File: src/rtl/counter_pkg.sv
// Shared constants for the counter run/stop sequencer: FSM state encoding,
// default datapath widths and the debounce counter width.
package counter_pkg;

    typedef enum logic [1:0] {
        ST_IDLE  = 2'b00,
        ST_RUN   = 2'b01,
        ST_PAUSE = 2'b10,
        ST_DONE  = 2'b11
    } state_t;

    localparam int DEF_PRESCALE_W = 25;
    localparam int DEF_CNT_W      = 3;
    localparam int DEB_W          = 20;

endpackage

File: src/rtl/counter_seq_ctrl_btn_cond.sv
// Push-button conditioner: 2-flop synchronizer, optional debouncer
// (CTRL_DEBOUNCE_EN) and rising-edge detector giving a 1-cycle command pulse.
module btn_cond
    import counter_pkg::*;
(
    input  logic CLK,
    input  logic rst_n,
    input  logic i_btn,
    output logic o_pulse
);

    logic sync1_q, sync1_d;
    logic sync2_q, sync2_d;
    logic prev_q, prev_d;
    logic clean;

`ifdef CTRL_DEBOUNCE_EN
    logic             stable_q, stable_d;
    logic [DEB_W-1:0] deb_cnt_q, deb_cnt_d;

    // A new level is accepted only after 2^DEB_W consecutive differing samples.
    always_comb begin
        stable_d  = stable_q;
        deb_cnt_d = '0;
        if (sync2_q != stable_q) begin
            if (deb_cnt_q == '1) begin
                stable_d = sync2_q;
            end else begin
                deb_cnt_d = deb_cnt_q + DEB_W'(1);
            end
        end
    end

    always_ff @(posedge CLK or negedge rst_n) begin
        if (!rst_n) begin
            stable_q  <= 1'b0;
            deb_cnt_q <= '0;
        end else begin
            stable_q  <= stable_d;
            deb_cnt_q <= deb_cnt_d;
        end
    end

    assign clean = stable_q;
`else
    assign clean = sync2_q;
`endif

    always_comb begin
        sync1_d = i_btn;
        sync2_d = sync1_q;
        prev_d  = clean;
    end

    always_ff @(posedge CLK or negedge rst_n) begin
        if (!rst_n) begin
            sync1_q <= 1'b0;
            sync2_q <= 1'b0;
            prev_q  <= 1'b0;
        end else begin
            sync1_q <= sync1_d;
            sync2_q <= sync2_d;
            prev_q  <= prev_d;
        end
    end

    assign o_pulse = clean & ~prev_q;

endmodule

File: src/rtl/counter_seq_ctrl.sv
// Run/stop sequencer for the up/down counter datapath: button commands,
// prescaled count-enable tick, free-run and one-shot modes.
// Optional debounce on the buttons is enabled by defining CTRL_DEBOUNCE_EN.
module counter_seq_ctrl
    import counter_pkg::*;
#(
    parameter int PRESCALE_W = DEF_PRESCALE_W,
    parameter int CNT_W      = DEF_CNT_W
) (
    input  logic             CLK,
    input  logic             rst_n,
    input  logic             iStart,
    input  logic             iStop,
    input  logic             iStep,
    input  logic             iClear,
    input  logic             iDir,
    input  logic             iMode,
    input  logic [CNT_W-1:0] iTarget,
    input  logic [CNT_W-1:0] iCount,
    output logic             oTick,
    output logic             oDir,
    output logic             oClr,
    output logic [1:0]       oState,
    output logic             oDone
);

    logic start_p, stop_p, step_p, clear_p;

    btn_cond u_start (.CLK(CLK), .rst_n(rst_n), .i_btn(iStart), .o_pulse(start_p));
    btn_cond u_stop  (.CLK(CLK), .rst_n(rst_n), .i_btn(iStop),  .o_pulse(stop_p));
    btn_cond u_step  (.CLK(CLK), .rst_n(rst_n), .i_btn(iStep),  .o_pulse(step_p));
    btn_cond u_clear (.CLK(CLK), .rst_n(rst_n), .i_btn(iClear), .o_pulse(clear_p));

    state_t                state_q, state_d;
    logic [PRESCALE_W-1:0] pre_q, pre_d;
    logic                  tick_q, tick_d;
    logic                  run_tick_q, run_tick_d;
    logic                  check_q, check_d;
    logic                  clr_q, clr_d;
    logic                  dir_q, dir_d;
    logic                  hit;
    logic                  wrap;

    // check_q marks the cycle after a RUN tick, when iCount already reflects it;
    // step ticks never set it, so they cannot end a one-shot.
    assign hit  = check_q && iMode && (iCount == iTarget);
    assign wrap = (pre_q == '1);

    always_comb begin
        state_d    = state_q;
        pre_d      = pre_q;
        tick_d     = 1'b0;
        run_tick_d = 1'b0;
        clr_d      = 1'b0;
        check_d    = run_tick_q;
        dir_d      = iDir;

        if (clear_p) begin
            clr_d   = 1'b1;
            pre_d   = '0;
            state_d = ST_IDLE;
        end else begin
            unique case (state_q)
                ST_IDLE: begin
                    if (start_p) begin
                        state_d = ST_RUN;
                        pre_d   = '0;
                    end else if (step_p) begin
                        tick_d = 1'b1;
                    end
                end
                ST_RUN: begin
                    pre_d = pre_q + PRESCALE_W'(1);
                    if (wrap) begin
                        tick_d     = 1'b1;
                        run_tick_d = 1'b1;
                    end
                    if (stop_p) begin
                        state_d = ST_PAUSE;
                    end else if (hit) begin
                        state_d    = ST_DONE;
                        pre_d      = '0;
                        tick_d     = 1'b0;
                        run_tick_d = 1'b0;
                    end
                end
                ST_PAUSE: begin
                    if (start_p) begin
                        state_d = ST_RUN;
                    end else if (step_p) begin
                        tick_d = 1'b1;
                    end
                end
                ST_DONE: begin
                    pre_d = '0;
                    if (start_p) begin
                        state_d = ST_RUN;
                    end
                end
                default: begin
                    state_d = ST_IDLE;
                    pre_d   = '0;
                end
            endcase
        end
    end

    always_ff @(posedge CLK or negedge rst_n) begin
        if (!rst_n) begin
            state_q    <= ST_IDLE;
            pre_q      <= '0;
            tick_q     <= 1'b0;
            run_tick_q <= 1'b0;
            check_q    <= 1'b0;
            clr_q      <= 1'b0;
            dir_q      <= 1'b0;
        end else begin
            state_q    <= state_d;
            pre_q      <= pre_d;
            tick_q     <= tick_d;
            run_tick_q <= run_tick_d;
            check_q    <= check_d;
            clr_q      <= clr_d;
            dir_q      <= dir_d;
        end
    end

    assign oTick  = tick_q;
    assign oDir   = dir_q;
    assign oClr   = clr_q;
    assign oState = state_q;
    assign oDone  = (state_q == ST_DONE);

endmodule
File: config.mk
export PLATFORM = sky130hd
export DESIGN_NAME = counter_seq_ctrl
export DESIGN_NICKNAME = d
export VERILOG_FILES = /design/src/rtl/counter_pkg.sv /design/src/rtl/counter_seq_ctrl_btn_cond.sv /design/src/rtl/counter_seq_ctrl.sv
export SDC_FILE = /design/constraint.sdc
export NUM_CORES = 1
export LEC_CHECK = 0
export CAP_MARGIN = 40
export CORE_MARGIN = 8
export CORE_UTILIZATION = 25
export DETAILED_ROUTE_END_ITERATION = 12
export GPL_TIMING_DRIVEN = 1
export PLACE_DENSITY = 0.52
export SLEW_MARGIN = 20
export SYNTH_ARGS = -nofsm -noshare
export SYNTH_HDL_FRONTEND = slang
export SYNTH_SLANG_ARGS = --single-unit
File: constraint.sdc
create_clock -name CLK -period 2.3 [get_ports CLK]
set_clock_uncertainty 0.05 [all_clocks]
set_input_delay 0.69 -clock CLK [delete_from_list [all_inputs] [get_ports CLK]]
set_output_delay 0.69 -clock CLK [all_outputs]
set_load 0.01 [all_outputs]
* Word level (Yosys, flattened, before mapping)
Index checks and enable logic that the tools add are counted.
** Word-level totals
- Output and inout bits :: 6
- Flip-flop bits (word level) :: 44
- Bits of input ports :: 14
** Cells by class
- Reductions and logical operators :: 8
- Muxes and demuxes :: 20
- Bitwise logic cells :: 8
- Equal/unequal tests :: 8
- $add $sub $neg :: 1
** Operator list (count)
- $mux W25 :: 4
- $pmux W25 S3 :: 1
- $add A25 B1 Y25 const B :: 1
- $eq A25 B25 Y1 const B :: 1
- $mux W1 :: 9
- $mux W2 :: 4
- $and A1 B1 Y1 :: 4
- $eq A2 B2 Y1 const B :: 2
- $ne A4 B4 Y1 const B :: 1
- $not A1 Y1 :: 4
- $pmux W2 S2 :: 1
- $reduce_and A2 Y1 :: 2
- $reduce_bool A4 Y1 :: 1
- $eq A3 B3 Y1 :: 1
- $ne A3 B1 Y1 const B :: 1
- $ne A3 B3 Y1 const B :: 1
- $reduce_or A3 Y1 :: 1
- $eq A2 B1 Y1 const B :: 1
- $logic_and A1 B1 Y1 :: 2
- $logic_not A2 Y1 :: 1
- $pmux W1 S2 :: 1
- $reduce_or A2 Y1 :: 1

* Depth between registers and ports, before layout
Gate-level depths: netlist of run 1.
- Word-level depth :: 6
- Depth in mapped cells :: 7

* Hierarchy
From an unflattened synthesis of run 1, not the netlist that was laid out.
** Unflattened totals
- Cells, all modules :: 182
- Area total of the unflattened synthesis :: 1983.2 um^2
** By module, submodules not included
- counter_seq_ctrl :: seq. area each 800.8 um^2, area an instance 1627.8 um^2, cells an instance 166, instances 1
- btn_cond :: seq. area each 75.1 um^2, area an instance 88.8 um^2, cells an instance 4, instances 4

* Least setup slack after synthesis of run 1
Ideal clock, no wire load.
- Kind :: in2reg
- Start :: in iTarget[2]
- End :: reg pre_q[0]
- Slack :: 0.167 ns
- Stages :: 6
- Arrival time :: 1.959 ns
- Required time :: 2.125 ns
- Cell sequence :: xor2_1 -> nor4_1 -> a211oi_2 -> buf_2 -> buf_2 -> mux2_2
** Between the ends
- Cells in the longest elaborated chain, start to end :: 6
** RTL lines
- start, declared :: RTL line counter_seq_ctrl.sv:18 : input logic [CNT_W-1:0] iTarget,
- $eq A3 B3 Y1 :: RTL line counter_seq_ctrl.sv:46 : assign hit = check_q && iMode && (iCount == iTarget);
- $logic_and A1 B1 Y1 :: RTL line counter_seq_ctrl.sv:46
- $mux W25 :: RTL line counter_seq_ctrl.sv:80 : end else if (hit) begin
- $mux W25 :: RTL line counter_seq_ctrl.sv:78 : if (stop_p) begin
- $pmux W25 S3 :: RTL line counter_seq_ctrl.sv:63 : unique case (state_q)
- $mux W25 :: RTL line counter_seq_ctrl.sv:58 : if (clear_p) begin
- end signal, assigned :: RTL line counter_seq_ctrl.sv:119 : pre_q <= pre_d;
- end, declared :: RTL line counter_seq_ctrl.sv:35 : logic [PRESCALE_W-1:0] pre_q, pre_d;
No other way between the ends.
A chain may end at the register's enable or synchronous reset.

* Worst setup path in the final report of run 1
- Start :: in iTarget[1]
- End :: reg pre_q[16]
Same word-level chain as after synthesis.

==> out/summary.md, run 1 <==
The synthesized netlist occupies a cell area of 2040 µm². Data on the critical path arrives at its endpoint at 2.37 ns. For this run, the slowest stage of the critical path takes 0.45 ns. The total power per unit cell area was 665 nW/µm²; the max-cap violation count was 0. Clock-pin slew was measured on the worst setup and hold paths at 0.09 ns. For the total of hold buffers inserted after clock tree synthesis, the log shows 0. TritonCTS built the clock tree. Of all cell types, the one taking the most synthesized area is sky130_fd_sc_hd__dfrtp_1. Counting distinct cell types in the post-synthesis netlist gives 35.

Initial standard-cell utilization of the core: 0.254. CTS placed an instance of sky130_fd_sc_hd__clkbuf_8 at the clock tree root. The width of the die is 106 µm. The finished layout holds 335 standard cells, fillers aside.

The net count after synthesis came out at 211. The maximum net fanout on the critical path was 11. The first global-routing pass estimated 7530 µm of wire.

The number of warnings reported in the yosys synthesis log came out at 0. The flow ran to the end, and the final reports show no timing, DRC or antenna violations. Once placement finished, the instance area stood at 2460 µm². For the layout net count, the log shows 244. The number of design rule violations left after detail routing is 0, and the buffer and inverter count on the worst path is 3. The clock sink count was 44. At the end of routability-driven placement, the weighted congestion stood at 0.728.

The antenna diode count was 0. The primary flip-flop cell chosen by synthesis mapping was sky130_fd_sc_hd__dfrtp_1. Clock latency on the worst-skew pair, taken at its later pin, is 0.30 ns. The fraction of synthesis flops using an asynchronous set or reset pin works out to 1.00.

The count of endpoints failing hold in the final timing report is 0. Before antenna repair, the detailed router went through 4 iterations. The synthesized area divided by synthesized cell count is 10.4 µm², and the vias after detailed routing is 1,627.

The period utilization was 0.978; the total power after layout was 1.77 mW. The min-delay analysis places its worst path in the category reg2reg. The pre-CTS worst setup slack is -0.469 ns, and the post-route cell area is 2660 µm².

Input and output buffers added on the ports amount to 19. Yosys attributes the largest share of cell area to sky130_fd_sc_hd__dfrtp_1, sky130_fd_sc_hd__a31oi_1, sky130_fd_sc_hd__nand2_1, sky130_fd_sc_hd__a21oi_1, sky130_fd_sc_hd__nand3_1. The worst setup path is launched from an input pin.

The placeable core region is 8050 µm², and the standard-cell row count is 33. pre_q holds more flip-flops than any other register. Once detailed placement completed, the half-perimeter wirelength came to 2930 µm. Register area share after synthesis: 0.539.

The number of flip-flops in the largest register was 25; the number of flops mapped to enable cells by yosys was 0. The worst setup path is captured at a flop. The data required time at the worst endpoint is 2.42 ns, and the worst slew margin relative to its limit is 0.600. After detailed routing, the number of vias per cell comes to 4.86. The critical path is of the in2reg type. Entering global routing, the biggest net connects 26 pins. Flip-flop and latch count after synthesis: 44. Leading cell type by number of instances after synthesis: sky130_fd_sc_hd__dfrtp_1.

In this run the remaining antenna-violating nets after routing total 0. The share of post-route cells with drive strength above 1 came out at 0.165. Number of antenna violations at the first check in global routing: 0.

The H-tree generated during clock tree synthesis spans 2 levels. The final count of pins violating max slew was 0. Critical path's slowest cell: sky130_fd_sc_hd__clkdlybuf4s50_1. Counting the fill cells in the layout gives 820.

Pin placement for this block handled 20 I/O pins. After detailed placement, the design holds a cell count of 325. The leakage power is 1.11 nW. The maximum ir drop on the vdd rail is 0.239 mV, and the floorplan die area is 11,300 µm². For this block, the routed nets add up to 4470 µm of wire. The kind of cell with the highest combined delay on the critical path was buffers and inverters. The most numerous cell type found on the critical path is sky130_fd_sc_hd__buf_12.

The global-route total usage across every layer was 0.0815; the worst path setup slack after routing was 0.0512 ns. The setup slack of the most critical reg-to-reg path was 0.28 ns; the area overhead of the layout relative to synthesis was 30.3%. The clock passes through at most 2 buffers. Clock tree synthesis inserted a total of 5 buffers. For the pin with the worst max-slew slack, the measured transition is 0.598 ns. The number of global-route vias before repair is 1,522, and the initial DRC count is 78. Number of cells produced by synthesis: 196. Counting I/O delays and the setup requirement, the final critical path takes 2.25 ns. Dividing the detail-routed wire length by the instance count gives 13.3 µm. The signal on the critical path passes through clkdlybuf4s50_1, xor2_2, nor4_4, a211oi_4, buf_12, buf_12, a41oi_1, a31oi_1. Ranked by instance count, the synthesized netlist is headed by sky130_fd_sc_hd__dfrtp_1, sky130_fd_sc_hd__a31oi_1, sky130_fd_sc_hd__nand2_1. Global routing finished with a remaining overflow of 0. The floorplan step set the die height to 106 µm. The maximum clock rate is 445 MHz, and the count of final setup violators is 0.

The share of the synthesized area in the top cell type came out at 0.539. In the final timing run, aggregate negative setup slack is 0 ns.
==> path summary, 6_finish.rpt <==
kind / from / to / cells after the start
setup reg to reg: pre_q[1] / oTick / 6
hold / removal: u_clear.sync1_q / u_clear.clean / 0
setup / recovery: iTarget[1] / pre_q[16] / 8
min in group asynchronous: rst_n / oDir / 1
hold reg to reg: u_clear.sync1_q / u_clear.clean / 0
max in group asynchronous: rst_n / pre_q[14] / 2
==> cell type report <==
| class | instances | area (µm²) | area share |
|---|---|---|---|
| Clock buffer | 6 | 82.6 | 0.0310 |
| Inverter | 2 | 7.51 | 0.00282 |
| Timing Repair Buffer | 35 | 353 | 0.133 |
| Multi-Input combinational cell | 141 | 946 | 0.355 |
| Sequential cell | 44 | 1100 | 0.414 |
| Clock inverter | 2 | 38.8 | 0.0146 |
| Tap cell | 105 | 131 | 0.0494 |
==> per-layer routing <==
layer / global-route usage / routed length [µm] / share of wire / vias to the layer above
met1: 0.105 / 2160 / 0.48 / 790
met2: 0.127 / 2080 / 0.47 / 29
li1: - / - / - / 803
met5: 0 / 0 / 0 / -
met4: 0.0332 / 74 / 0.017 / 0
met3: 0.0206 / 158 / 0.035 / 5
==> layout by cell type, fill, tap and decap left out, types with 2 or more instances in the layout <==
master and instances:
sky130_fd_sc_hd__nand4_1 5, sky130_fd_sc_hd__inv_1 2, sky130_fd_sc_hd__and3_1 6, sky130_fd_sc_hd__dlymetal6s2s_1 2, sky130_fd_sc_hd__dfrtp_1 43, sky130_fd_sc_hd__xor2_2 3
sky130_fd_sc_hd__mux2i_1 2, sky130_fd_sc_hd__nor2_1 7, sky130_fd_sc_hd__a41oi_1 6, sky130_fd_sc_hd__clkbuf_8 6, sky130_fd_sc_hd__o21ai_1 4, sky130_fd_sc_hd__nand3b_1 2
sky130_fd_sc_hd__nand3_1 14, sky130_fd_sc_hd__buf_12 2, sky130_fd_sc_hd__nand2_1 22, sky130_fd_sc_hd__buf_4 13, sky130_fd_sc_hd__and2_1 2, sky130_fd_sc_hd__nand2b_1 7
sky130_fd_sc_hd__a31oi_1 23, sky130_fd_sc_hd__nor4_4 3, sky130_fd_sc_hd__a21oi_1 14, sky130_fd_sc_hd__clkdlybuf4s50_1 16, sky130_fd_sc_hd__and4_1 5
==> logic make-up (layout without fill, tap and decap cells) <==
kind of cell | count (synthesis) | count (layout) | synth area share
xor gates and xnor gates | 3 | 3 | 0.0129
DFF | 44 | 44 | 0.539
muxes | 3 | 3 | 0.0153
AOI/OAI and AO/OA | 56 | 56 | 0.178
and+or+nand+nor | 78 | 78 | 0.225
buffers and inverters | 11 | 45 | 0.0233
adders and majority gates | 1 | 1 | 0.00613
==> where the power goes <==
group / switching (mW) / internal (mW) / total (mW) / leakage (nW)
registers: 0.0454 / 0.810 / 0.855 / 0.577
clock network: 0.275 / 0.355 / 0.630 / 0.0614
logic: 0.147 / 0.138 / 0.285 / 0.469
==> repair_timing <==
item	CTS	global route
pin swaps	1	2
buffers inserted	0	1
endpoints found under the setup margin	20	21
gates resized for setup	1	8
gates cloned	0	1
==> through the flow <==
| step | hold slack, ns | utilization |
|---|---|---|
| 2_1_floorplan | 0.281 | - |
| 3_3_place_gp | 0.283 | 0.305 |
| 3_5_place_dp | 0.286 | 0.305 |
| 4_1_cts | 0.308 | 0.321 |
| 5_1_grt | 0.319 | 0.331 |
| 6_report | 0.304 | 0.331 |
Power figures use the tool's default switching activity.
==> run 2: changes to the inputs <==
--- a/config.mk
+++ b/config.mk
@@ -11,6 +11,7 @@
 export DETAILED_ROUTE_END_ITERATION = 12
 export GPL_TIMING_DRIVEN = 1
 export PLACE_DENSITY = 0.52
+export REMOVE_ABC_BUFFERS = 1
 export SLEW_MARGIN = 20
 export SYNTH_ARGS = -nofsm -noshare
 export SYNTH_HDL_FRONTEND = slang
==> constraint.sdc (replaced) <==
create_clock -name CLK -period 2.5 [get_ports CLK]
set_clock_uncertainty 0.05 [all_clocks]
set_input_delay 0.75 -clock CLK [delete_from_list [all_inputs] [get_ports CLK]]
set_output_delay 0.75 -clock CLK [all_outputs]
set_load 0.01 [all_outputs]
==> out/summary.md, run 2 (synthesis results as in run 1) <==
The flow ran to the end, and the final reports show no timing, DRC or antenna violations. The tools report the number of inserted filler cells in the final layout as 834. The period utilization works out to 0.944. The repair_antennas step left the layout with diodes totalling 0. The logs give 0 for the count of final setup violators and 0 for the number of cells upsized or downsized after cts. The maximum level of the CTS H-tree is 2. Once placement finished, the instance area stood at 2390 µm².

The post-layout utilization of the core is 0.313, and the placeable core region is 8050 µm². The run gives 0 as the count of antenna-violating nets left after detailed routing. After detailed routing, the number of remaining DRC violations is 0.

The run gives 4 as the first-pass iteration count of the detailed router. Clock-pin slew was measured on the worst setup and hold paths at 0.09 ns. The logs give 0 for the total of hold buffers inserted after clock tree synthesis and 0.30 ns for the source-to-sink clock delay at the later pin of the worst-skew pair. The tools report the maximum clock rate as 424 MHz. The area overhead of the layout relative to synthesis works out to 23.2%.

The worst setup path is launched from an input pin. The floorplan step set the die width to 106 µm. Most common cell after layout, fill and taps aside: sky130_fd_sc_hd__dfrtp_1. In this run the static leakage power is 1.03 nW. The tools report the post-route cell area as 2520 µm². Setup repair after global routing could not meet its margin everywhere. The clock sink count was 44. The run gives 0 as the final count of pins violating max slew. The logs give 69 for the initial DRC count and 45 for the pin count of the biggest net entering global routing.

The path category of the worst min-delay check was reg2reg. The initial standard-cell utilization of the core was 0.254; the final global-route overflow total was 0. The register with the most flip-flops is pre_q.

The number of clock buffers added by TritonCTS is 5. Power spread over the standard cell area amounts to 619 nW/µm². The routed layout has 1,614 vias. For the pin with the worst max-slew slack, the measured transition is 0.544 ns. The worst hold slack was 0.299 ns; the mean routed wirelength per cell was 13.0 µm.

The endpoint class of the critical path is a flop. The worst setup path is of the in2reg kind. At the end of the flow, the number of nets in the layout was 237.

The number of global-route vias before repair is 1,527. Shortest period the worst path allows: 2.36 ns. The maximum ir drop on the vdd rail came out at 0.224 mV. The congestion estimate from routability-driven global placement came to 0.731. After clock tree synthesis, the setup repair step added 0 buffers.

The floorplan die area was 11,300 µm²; the worst slew margin relative to its limit was 0.636. The run gives 2 as the number of buffers between clock root and the deepest sink. The library cells used most frequently in the layout, excluding fill and tap cells, are sky130_fd_sc_hd__dfrtp_1, sky130_fd_sc_hd__a31oi_1, sky130_fd_sc_hd__nand2_1, sky130_fd_sc_hd__clkdlybuf4s50_1. Along the worst path, the maximum fanout reaches 21. The run gives 4260 µm as the overall routed net length. The logs give 0 for the number of antenna violations at the first check in global routing and 0 for the max-cap violation count. After legalization and detailed placement, the total HPWL measured 2910 µm. The count of buffers inserted at the top-level ports is 19, and the count of endpoints failing hold in the final timing report is 0.

The floorplan has 33 rows. I/O pin total: 20. TritonCTS built the clock tree. Data on the critical path is required at its endpoint by 2.67 ns. The global-route total usage across every layer is 0.0808, and the data arrival time of the worst path is 2.53 ns.

The vertical extent of the die is 106 µm, and the number of vias per cell after detailed routing is 4.92. The first global-routing pass estimated 7400 µm of wire. Share of post-route cells with drive strength above 1: 0.112. The register with the most flip-flops in the layout has 25 of them.

The CTS root buffer was sky130_fd_sc_hd__clkbuf_8.
## run 2: cell types whose count changed in the layout (fill, tap and decap cells not counted), moves of 2 or more
| cell | previous run | this run |
|---|---|---|
| sky130_fd_sc_hd__buf_6 | 0 | 2 |
| sky130_fd_sc_hd__dlymetal6s2s_1 | 2 | 0 |
| sky130_fd_sc_hd__clkdlybuf4s50_1 | 16 | 18 |
| sky130_fd_sc_hd__buf_4 | 13 | 7 |
| sky130_fd_sc_hd__buf_12 | 2 | 0 |
| sky130_fd_sc_hd__xor2_2 | 3 | 0 |
| sky130_fd_sc_hd__xor2_1 | 0 | 3 |
## run 2: critical path: stages
cell                              delay, ns
sky130_fd_sc_hd__clkdlybuf4s50_1       0.47
sky130_fd_sc_hd__xor2_1                0.21
sky130_fd_sc_hd__nor4_1                0.09
sky130_fd_sc_hd__buf_4                 0.15
sky130_fd_sc_hd__a211oi_4              0.32
sky130_fd_sc_hd__buf_6                 0.23
sky130_fd_sc_hd__a41oi_1               0.13
sky130_fd_sc_hd__a31oi_1               0.17
## run 2: cell type report
cell class,count,area [µm²],share of cell area
clock buffers,5,68.8,0.0273
inverters,2,7.51,0.00298
well taps,105,131,0.0522
flip-flops and latches,44,1100,0.438
multi-input cells,141,901,0.358
repair buffers,28,260,0.103
clock inverters,3,46.3,0.0184
## run 2: path summary, 6_finish.rpt
path,from,endpoint,slack [ns],cells past startpoint
min reg2reg,u_clear.sync1_q,u_clear.clean,0.30,0
max,iCount[0],pre_q[16],0.14,8
min,u_clear.sync1_q,u_clear.clean,0.30,0
min in group asynchronous,rst_n,oDir,0.47,2
max reg2reg,pre_q[0],oTick,0.40,6
max in group asynchronous,rst_n,pre_q[17],1.56,2
## run 2: per-layer routing
| metal | share of wire | wire [µm] | track usage | vias to the layer above |
|---|---|---|---|---|
| met5 | 0 | 0 | 0 | - |
| met4 | 0.019 | 79 | 0.0362 | 0 |
| met3 | 0.041 | 174 | 0.0266 | 5 |
| met2 | 0.46 | 1950 | 0.120 | 22 |
| met1 | 0.48 | 2060 | 0.105 | 795 |
| li1 | - | - | - | 792 |
## run 2: stage by stage
stage | power [mW] | setup WS (ns) | instances | TNS, ns
after floorplan | 0.907 | -0.621 | 187 | -12.88
after global placement | 1.01 | -0.173 | 320 | -2.21
after detailed placement | 1.01 | -0.226 | 320 | -3.33
after CTS | 1.59 | 0.0784 | 328 | 0
after global routing | 1.64 | 0.00107 | 328 | 0
final | 1.56 | 0.140 | 328 | 0
## run 2: where the power goes
| part | switching [mW] | internal [mW] | total (mW) |
|---|---|---|---|
| registers | 0.0452 | 0.745 | 0.790 |
| logic | 0.117 | 0.0933 | 0.210 |
| clock network | 0.257 | 0.301 | 0.558 |
==> run 3: changes to the inputs <==
--- a/config.mk
+++ b/config.mk
@@ -12,7 +12,6 @@
 export GPL_TIMING_DRIVEN = 1
 export PLACE_DENSITY = 0.52
 export REMOVE_ABC_BUFFERS = 1
-export SLEW_MARGIN = 20
 export SYNTH_ARGS = -nofsm -noshare
 export SYNTH_HDL_FRONTEND = slang
 export SYNTH_SLANG_ARGS = --single-unit
==> results of run 3 <==
Final layout, timing and power as in run 2 (identical DEF).
